**src/rtl/ula_arbiter.sv**
```systemverilog
// ula_arbiter: shares one combinational ULA between two requesters.
// Round-robin arbitration picks at most one operation per cycle. The
// granted operands drive the shared ULA, and the result is captured in a
// per-requester response register with one cycle of latency.
// Ports:
//   clk, rst                          clock, synchronous active-high reset
//   reqN_valid/ready/op/in1/in2/shamt request channel of requester N (N=0,1)
//   rspN_valid/ready/result/zero      registered response channel of requester N
//   alu_op/in1/in2/shamt              operands driven to the shared ULA
//   alu_result/alu_zero               combinational return from the shared ULA
module ula_arbiter #(
   parameter int unsigned RR_INIT = 0
) (
   input  logic        clk,
   input  logic        rst,
   input  logic        req0_valid,
   output logic        req0_ready,
   input  logic [3:0]  req0_op,
   input  logic [31:0] req0_in1,
   input  logic [31:0] req0_in2,
   input  logic [4:0]  req0_shamt,
   input  logic        req1_valid,
   output logic        req1_ready,
   input  logic [3:0]  req1_op,
   input  logic [31:0] req1_in1,
   input  logic [31:0] req1_in2,
   input  logic [4:0]  req1_shamt,
   output logic        rsp0_valid,
   input  logic        rsp0_ready,
   output logic [31:0] rsp0_result,
   output logic        rsp0_zero,
   output logic        rsp1_valid,
   input  logic        rsp1_ready,
   output logic [31:0] rsp1_result,
   output logic        rsp1_zero,
   output logic [3:0]  alu_op,
   output logic [31:0] alu_in1,
   output logic [31:0] alu_in2,
   output logic [4:0]  alu_shamt,
   input  logic [31:0] alu_result,
   input  logic        alu_zero
);

   localparam logic [3:0] ALU_ADD = 4'd0;

   logic        r_prio;
   logic        r_rsp0_valid;
   logic [31:0] r_rsp0_result;
   logic        r_rsp0_zero;
   logic        r_rsp1_valid;
   logic [31:0] r_rsp1_result;
   logic        r_rsp1_zero;

   logic w_elig0;
   logic w_elig1;
   logic w_gnt0;
   logic w_gnt1;

   // A requester may issue only if its response slot is empty or being drained now.
   assign w_elig0 = req0_valid && (!r_rsp0_valid || rsp0_ready);
   assign w_elig1 = req1_valid && (!r_rsp1_valid || rsp1_ready);

   // Grant is suppressed during reset so no operation is performed in that cycle.
   assign w_gnt0 = !rst && w_elig0 && (!w_elig1 || (r_prio == 1'b0));
   assign w_gnt1 = !rst && w_elig1 && (!w_elig0 || (r_prio == 1'b1));

   assign req0_ready = w_gnt0;
   assign req1_ready = w_gnt1;

   // Operand mux towards the shared ULA; idle values when nobody is granted.
   always_comb begin
      alu_op    = ALU_ADD;
      alu_in1   = 32'd0;
      alu_in2   = 32'd0;
      alu_shamt = 5'd0;
      if (w_gnt0) begin
         alu_op    = req0_op;
         alu_in1   = req0_in1;
         alu_in2   = req0_in2;
         alu_shamt = req0_shamt;
      end else if (w_gnt1) begin
         alu_op    = req1_op;
         alu_in1   = req1_in1;
         alu_in2   = req1_in2;
         alu_shamt = req1_shamt;
      end
   end

   // Priority pointer moves to the loser only when a grant happens.
   always_ff @(posedge clk) begin
      if (rst) begin
         r_prio <= 1'(RR_INIT);
      end else if (w_gnt0) begin
         r_prio <= 1'b1;
      end else if (w_gnt1) begin
         r_prio <= 1'b0;
      end
   end

   // Response register 0: load on grant, clear valid on consume, data holds.
   always_ff @(posedge clk) begin
      if (rst) begin
         r_rsp0_valid  <= 1'b0;
         r_rsp0_result <= 32'd0;
         r_rsp0_zero   <= 1'b0;
      end else if (w_gnt0) begin
         r_rsp0_valid  <= 1'b1;
         r_rsp0_result <= alu_result;
         r_rsp0_zero   <= alu_zero;
      end else if (rsp0_ready) begin
         r_rsp0_valid  <= 1'b0;
      end
   end

   // Response register 1: same behaviour as register 0.
   always_ff @(posedge clk) begin
      if (rst) begin
         r_rsp1_valid  <= 1'b0;
         r_rsp1_result <= 32'd0;
         r_rsp1_zero   <= 1'b0;
      end else if (w_gnt1) begin
         r_rsp1_valid  <= 1'b1;
         r_rsp1_result <= alu_result;
         r_rsp1_zero   <= alu_zero;
      end else if (rsp1_ready) begin
         r_rsp1_valid  <= 1'b0;
      end
   end

   assign rsp0_valid  = r_rsp0_valid;
   assign rsp0_result = r_rsp0_result;
   assign rsp0_zero   = r_rsp0_zero;
   assign rsp1_valid  = r_rsp1_valid;
   assign rsp1_result = r_rsp1_result;
   assign rsp1_zero   = r_rsp1_zero;

endmodule

```
**config.mk**
```make
export PLATFORM = sky130hd
export DESIGN_NAME = ula_arbiter
export DESIGN_NICKNAME = d
export VERILOG_FILES = /design/src/rtl/ula_arbiter.sv
export SDC_FILE = /design/constraint.sdc
export NUM_CORES = 1
export LEC_CHECK = 0
export CAP_MARGIN = 20
export CORE_AREA = 2 2 126 128
export CTS_CLUSTER_DIAMETER = 40
export DETAILED_ROUTE_END_ITERATION = 6
export DIE_AREA = 0 0 128 130
export PLACE_DENSITY = 0.8
export SYNTH_ARGS = -nofsm -noshare
export SYNTH_HDL_FRONTEND = slang
export SYNTH_SLANG_ARGS = --single-unit
```
**constraint.sdc**
```tcl
create_clock -name clk -period 1.71 [get_ports clk]
set_input_delay 0.342 -clock clk [delete_from_list [all_inputs] [get_ports clk]]
set_output_delay 0.342 -clock clk [all_outputs]
set_load 0.02 [all_outputs]
```
# --- Yosys cells after proc, flatten, opt, wreduce, memory -nomap -nowiden ---
# Index checks and enable logic that the tools add are counted.
word_totals:
  ram_bits: 0
  memories: 0
  out_inout_bits: 143
  latch_bits: 0
  rom_bits: 0
  reg_bits: 69
  word_cells: 40
  inputBits: 185
op_classes:
  n_reduce_logical: 18
  magnitude_cmp: 0
  n_div: 0
  n_mul: 0
  add_sub_neg: 0
  shifts: 0
  bitwise_logic: 1
  mux: 14
  n_eq_ne: 0
ops:
  columns: ["cell", "count"]
  rows:
  - ["2-to-1 mux 32 bit", 4]
  - ["2-to-1 mux 5 bit", 2]
  - ["2-to-1 mux 4 bit", 2]
  - ["logical AND 1 bit", 6]
  - ["2-to-1 mux 1 bit", 6]
  - ["nonzero test 2 bit", 3]
  - ["logical NOT 1 bit", 5]
  - ["logical OR 1 bit", 4]
  - ["NOT 1 bit", 1]

# --- Depth between registers and ports, before layout ---
depth:
  ltp_word: 8
  mapped_depth: 5
  mapped_depth_nobuf: 3

# --- Worst setup path after synthesis ---
# No wires, ideal clock.
synth_path:
  path_type: "register to output"
  start: "reg r_rsp1_valid (netlist: rsp1_valid)"
  end: "out alu_in1[0]"
  arrival_time_ps: 1648
  slack_ps: -280
  path_stages_with_launch: 6
  n_path_buf: 2
  cell_sequence: "dfxtp_1 > and2b_1 > o211ai_2 > buf_4 > buf_2 > o32ai_1"
synth_via:
  elab_chain_len: 7
  word_cells_on_any_way: 10
  cone_classes: "mux (2); reduce/logical (8)"
synth_rtl:
  columns: ["element", "line", "source"]
  rows:
  - ["start, declared", "50", "logic r_rsp1_valid;"]
  - ["start signal, assigned", "118", "r_rsp1_valid <= 1'b0;"]
  - ["start signal, assigned", "122", "r_rsp1_valid <= 1'b1;"]
  - ["start signal, assigned", "126", "r_rsp1_valid <= 1'b0;"]
  - ["logical NOT 1 bit *", "61", "assign w_elig1 = req1_valid && (!r_rsp1_valid || rsp1_ready);"]
  - ["logical OR 1 bit *", "61", null]
  - ["logical AND 1 bit *", "61", null]
  - ["logical AND 1 bit / logical NOT 1 bit (equally long branches)", "65, 64", null]
  - ["logical AND 1 bit / logical OR 1 bit (equally long branches)", "65, 64", null]
  - ["2-to-1 mux 32 bit / logical AND 1 bit (equally long branches)", "81, 64", null]
  - ["2-to-1 mux 32 bit *", "76", "if (w_gnt0) begin"]
  - ["end, declared", "37", "output logic [31:0] alu_in1,"]
# Mark *: on every way between the ends. The rest lies on a longest branch, timed or not.

# --- Final worst setup path ---
layout_path:
  start: "reg r_rsp1_valid (netlist: rsp1_valid)"
  end: "out alu_in2[5]"
layout_via:
  elab_chain_len: 7
  word_cells_on_any_way: 10
  cone_classes: "mux (2); reduce/logical (8)"
layout_rtl:
  columns: ["element", "line", "source"]
  rows:
  - ["logical NOT 1 bit *", "61", null]
  - ["logical OR 1 bit *", "61", null]
  - ["logical AND 1 bit *", "61", null]
  - ["logical AND 1 bit / logical NOT 1 bit (equally long branches)", "65, 64", null]
  - ["logical AND 1 bit / logical OR 1 bit (equally long branches)", "65, 64", null]
  - ["2-to-1 mux 32 bit / logical AND 1 bit (equally long branches)", "81, 64", null]
  - ["2-to-1 mux 32 bit *", "76", null]
  - ["end, declared", "38", "output logic [31:0] alu_in2,"]
# Marked as above.

==> results.cfg <==
[run_status]
outcome = complete, but fails checks
violations_in_the_final_reports = negative setup slack

[critical_path]
rr_endpoint = rsp0_result[8]
ff2ff_setup_slack_ns = -0.07
reg2reg_from = rsp1_valid
termination_of_the_worst_setup_path = alu_in2[5]
wp_data_arrival_ns = 1.76
critPathCaptureType = output pin
critPathRequiredTime_ns = 1.37
worst_setup_path_start_kind = flop
worst-r2r-cell-count = 6
crit_type = flop to output pin
crit_path_start = rsp1_valid
crit_fanout = 8

[clocking]
tritoncts_clock_tree = done
root_buffer = sky130_fd_sc_hd__clkbuf_16
worstSkewPairLatency_ns = 0.32
clock_sink_count = 69
clk_path_buf_depth = 2
clk_pin_slew_ns = 0.05
h-tree-depth = 3
cts-buffers-inserted = 9

[placed_design]
place.detailed.hpwl_microns = 13700
placement.io_buffers = 327
replace_congestion = 0.729

[job]
max_cap_violations = 0

[sta]
number_of_setup_violations_in_the_final_report = 101
fmax_mhz = 476
final_period_demand_of_the_worst_path_ns = 2.10
grt_setup_unrepaired = true
final_worst_path_cycle_share = 1.23
slew_viol_final = 0
final-hold-violation-count = 0
worst_slew_margin_rel = 0.743
worst_slew_pin_slew_ns = 0.386
finalClockSkew_ns = 0.00309
fin_ws_ns = -0.392

[logic_synthesis]
synth.cell_area_sq_um = 4410
yosys_register_bits = 69
synth.area.top_cells = sky130_fd_sc_hd__dfxtp_1 (31%), sky130_fd_sc_hd__nand2b_1 (25%), sky130_fd_sc_hd__mux2i_1 (15%)
synthesis.nets = 708
synth_largest_area_cell = sky130_fd_sc_hd__dfxtp_1
netlist-cell-type-count = 18
yosysWarnings = 0
netlist_instances = 523
postSynthAreaPerCell_sq_um = 8.44
post_synth_top_area_share = 0.313
post_synthesis_sequential_area_ratio = 0.313

[routing]
routed_wl_microns = 20500
detailedRoute.firstPassIterationCount = 4
drtIter0Drc = 144
route.antenna.remaining_nets = 0
vias_per_cell = 4.85
post-route-drc-count = 0
drt-wirelength-per-cell_microns = 19.0
num_vias = 5239

[pwr]
pwr_density_cell_nw_per_um2 = 624
power.leakage_nw = 4.10
p_total_mw = 6.32
max-vdd-ir-drop_uv = 618

[hold_path]
hp-class = flop to flop
hold_path.startpoint = rsp1_result[24]

[global_routing]
global_route_wire_length_before_repair_microns = 28200
track_usage = 0.218
pin_count_of_the_biggest_net_entering_global_routing = 42
first_global_vias = 5110
grt_overflow = 0
grt_antenna_before_repair = 4

[floorplan]
initial_core_util = 0.286
std_cell_rows = 46
die-height_microns = 130
number_of_i_o_pins = 328
dieWidth_microns = 128
core_area_sq_um = 15400
fp.dieArea_sq_um = 16600

[layout]
fill_cells = 1152
finalNetCount = 1066
area_growth_pct = 129
finalCoreUtilization = 0.656
drive_gt1_frac = 0.277
## what timing repair did
action	4_1_cts	5_1_grt
pin swaps	16	9
buffers inserted	13	1
gates cloned	11	4
endpoints found under the setup margin	104	102
hold buffers	0	0
gates resized for setup	452	72
## critical path, cell delays in order, from the launching register on
cell,delay (ns)
sky130_fd_sc_hd__dfxtp_2,0.32
sky130_fd_sc_hd__and2b_2,0.18
sky130_fd_sc_hd__o211ai_4,0.08
sky130_fd_sc_hd__buf_6,0.15
sky130_fd_sc_hd__buf_12,0.15
sky130_fd_sc_hd__buf_12,0.15
sky130_fd_sc_hd__o32ai_2,0.21
sky130_fd_sc_hd__buf_4,0.19
## routing by layer
metal	wire, microns	GRT usage	part of all wire
met1	7680	0.242	0.37
met2	10500	0.385	0.51
met3	1660	0.0718	0.081
met4	714	0.0873	0.035
met5	0	0	0
## logic make-up (layout without fill, tap and decap cells)
kind of cell    count (synthesis)  count (layout)  share of synthesized area
other cells                     0               4                          0
flops                          69              69                      0.313
buf+inv                       125             487                      0.121
compound gates                 82              82                      0.161
simple gates                  181             181                      0.255
mux                            66              66                      0.150
## cells in the final DEF, fill, tap and decap left out, drive strengths merged
master | Yosys | routed
nor2 | 2 | 2
dfxtp | 69 | 69
diode | 0 | 4
o211a | 2 | 2
clkbuf | 31 | 18
clkdlybuf4s50 | 0 | 245
dlygate4sd2 | 0 | 5
nand2b | 176 | 176
clkinv | 0 | 1
clkdlybuf4s15 | 0 | 2
buf | 20 | 139
o32ai | 73 | 73
mux2i | 66 | 66
inv | 74 | 74
o21ai | 2 | 2
nor2b | 1 | 1
o211ai | 2 | 2
nand2 | 1 | 1
and2b | 1 | 1
bufbuf | 0 | 3
a21oi | 3 | 3
## stage by stage
step	instances	setup TNS (ns)	setup WS (ns)	cell area (sq um)	hold WS, ns
after global routing	1081	-33.18	-0.462	10100	0.486
after CTS	1074	-27.95	-0.399	9610	0.476
after floorplan	523	-5.02	-0.178	5000	0.462
after global placement	1035	-98.80	-1.01	8730	0.458
after detailed placement	1035	-100.93	-1.08	8730	0.465
final	1081	-25.11	-0.392	10100	0.468
## final cells by class
cell class	count	area [sq um]	share of cell area
Antenna cell	4	10.0	0.000989
Sequential cell	69	1390	0.137
Clock inverter	1	5.00	0.000494
Tap cell	192	240	0.0237
Multi-Input combinational cell	329	3620	0.358
Clock buffer	14	274	0.0271
Inverter	74	278	0.0274
Timing Repair Buffer	398	4310	0.426
## cell usage after synthesis, drive strengths merged
cell	n
o211a	2
nor2b	1
nand2b	176
mux2i	66
clkbuf	31
nand2	1
and2b	1
nor2	2
a21oi	3
buf	20
dfxtp	69
o32ai	73
o21ai	2
o211ai	2
inv	74
## flip-flops by register name, indices dropped and copies added, names as in the netlist
| register | cells |
|---|---|
| rsp1_result | 32 |
| rsp0_valid | 1 |
| rsp0_zero | 1 |
| rsp1_valid | 1 |
| rsp0_result | 32 |
| r_prio | 1 |
| rsp1_zero | 1 |
## worst min-delay path by stage
stage	slack, ns	cells after the start	to
after floorplan	0.46	2	r_prio
final	0.47	2	rsp1_result[24]
after CTS	0.48	2	rsp0_result[23]
after detailed placement	0.46	2	rsp1_result[25]
after global routing	0.49	2	rsp0_result[18]
after global placement	0.46	2	rsp1_result[27]
## power by group
part	leakage (nW)	internal [mW]	switching, mW	total [mW]
sequential	0.569	1.73	0.0619	1.79
combinational	3.40	1.55	1.24	2.78
clock	0.139	1.09	0.657	1.75
total	4.10	4.37	1.96	6.32
Power figures use the tool's default switching activity.
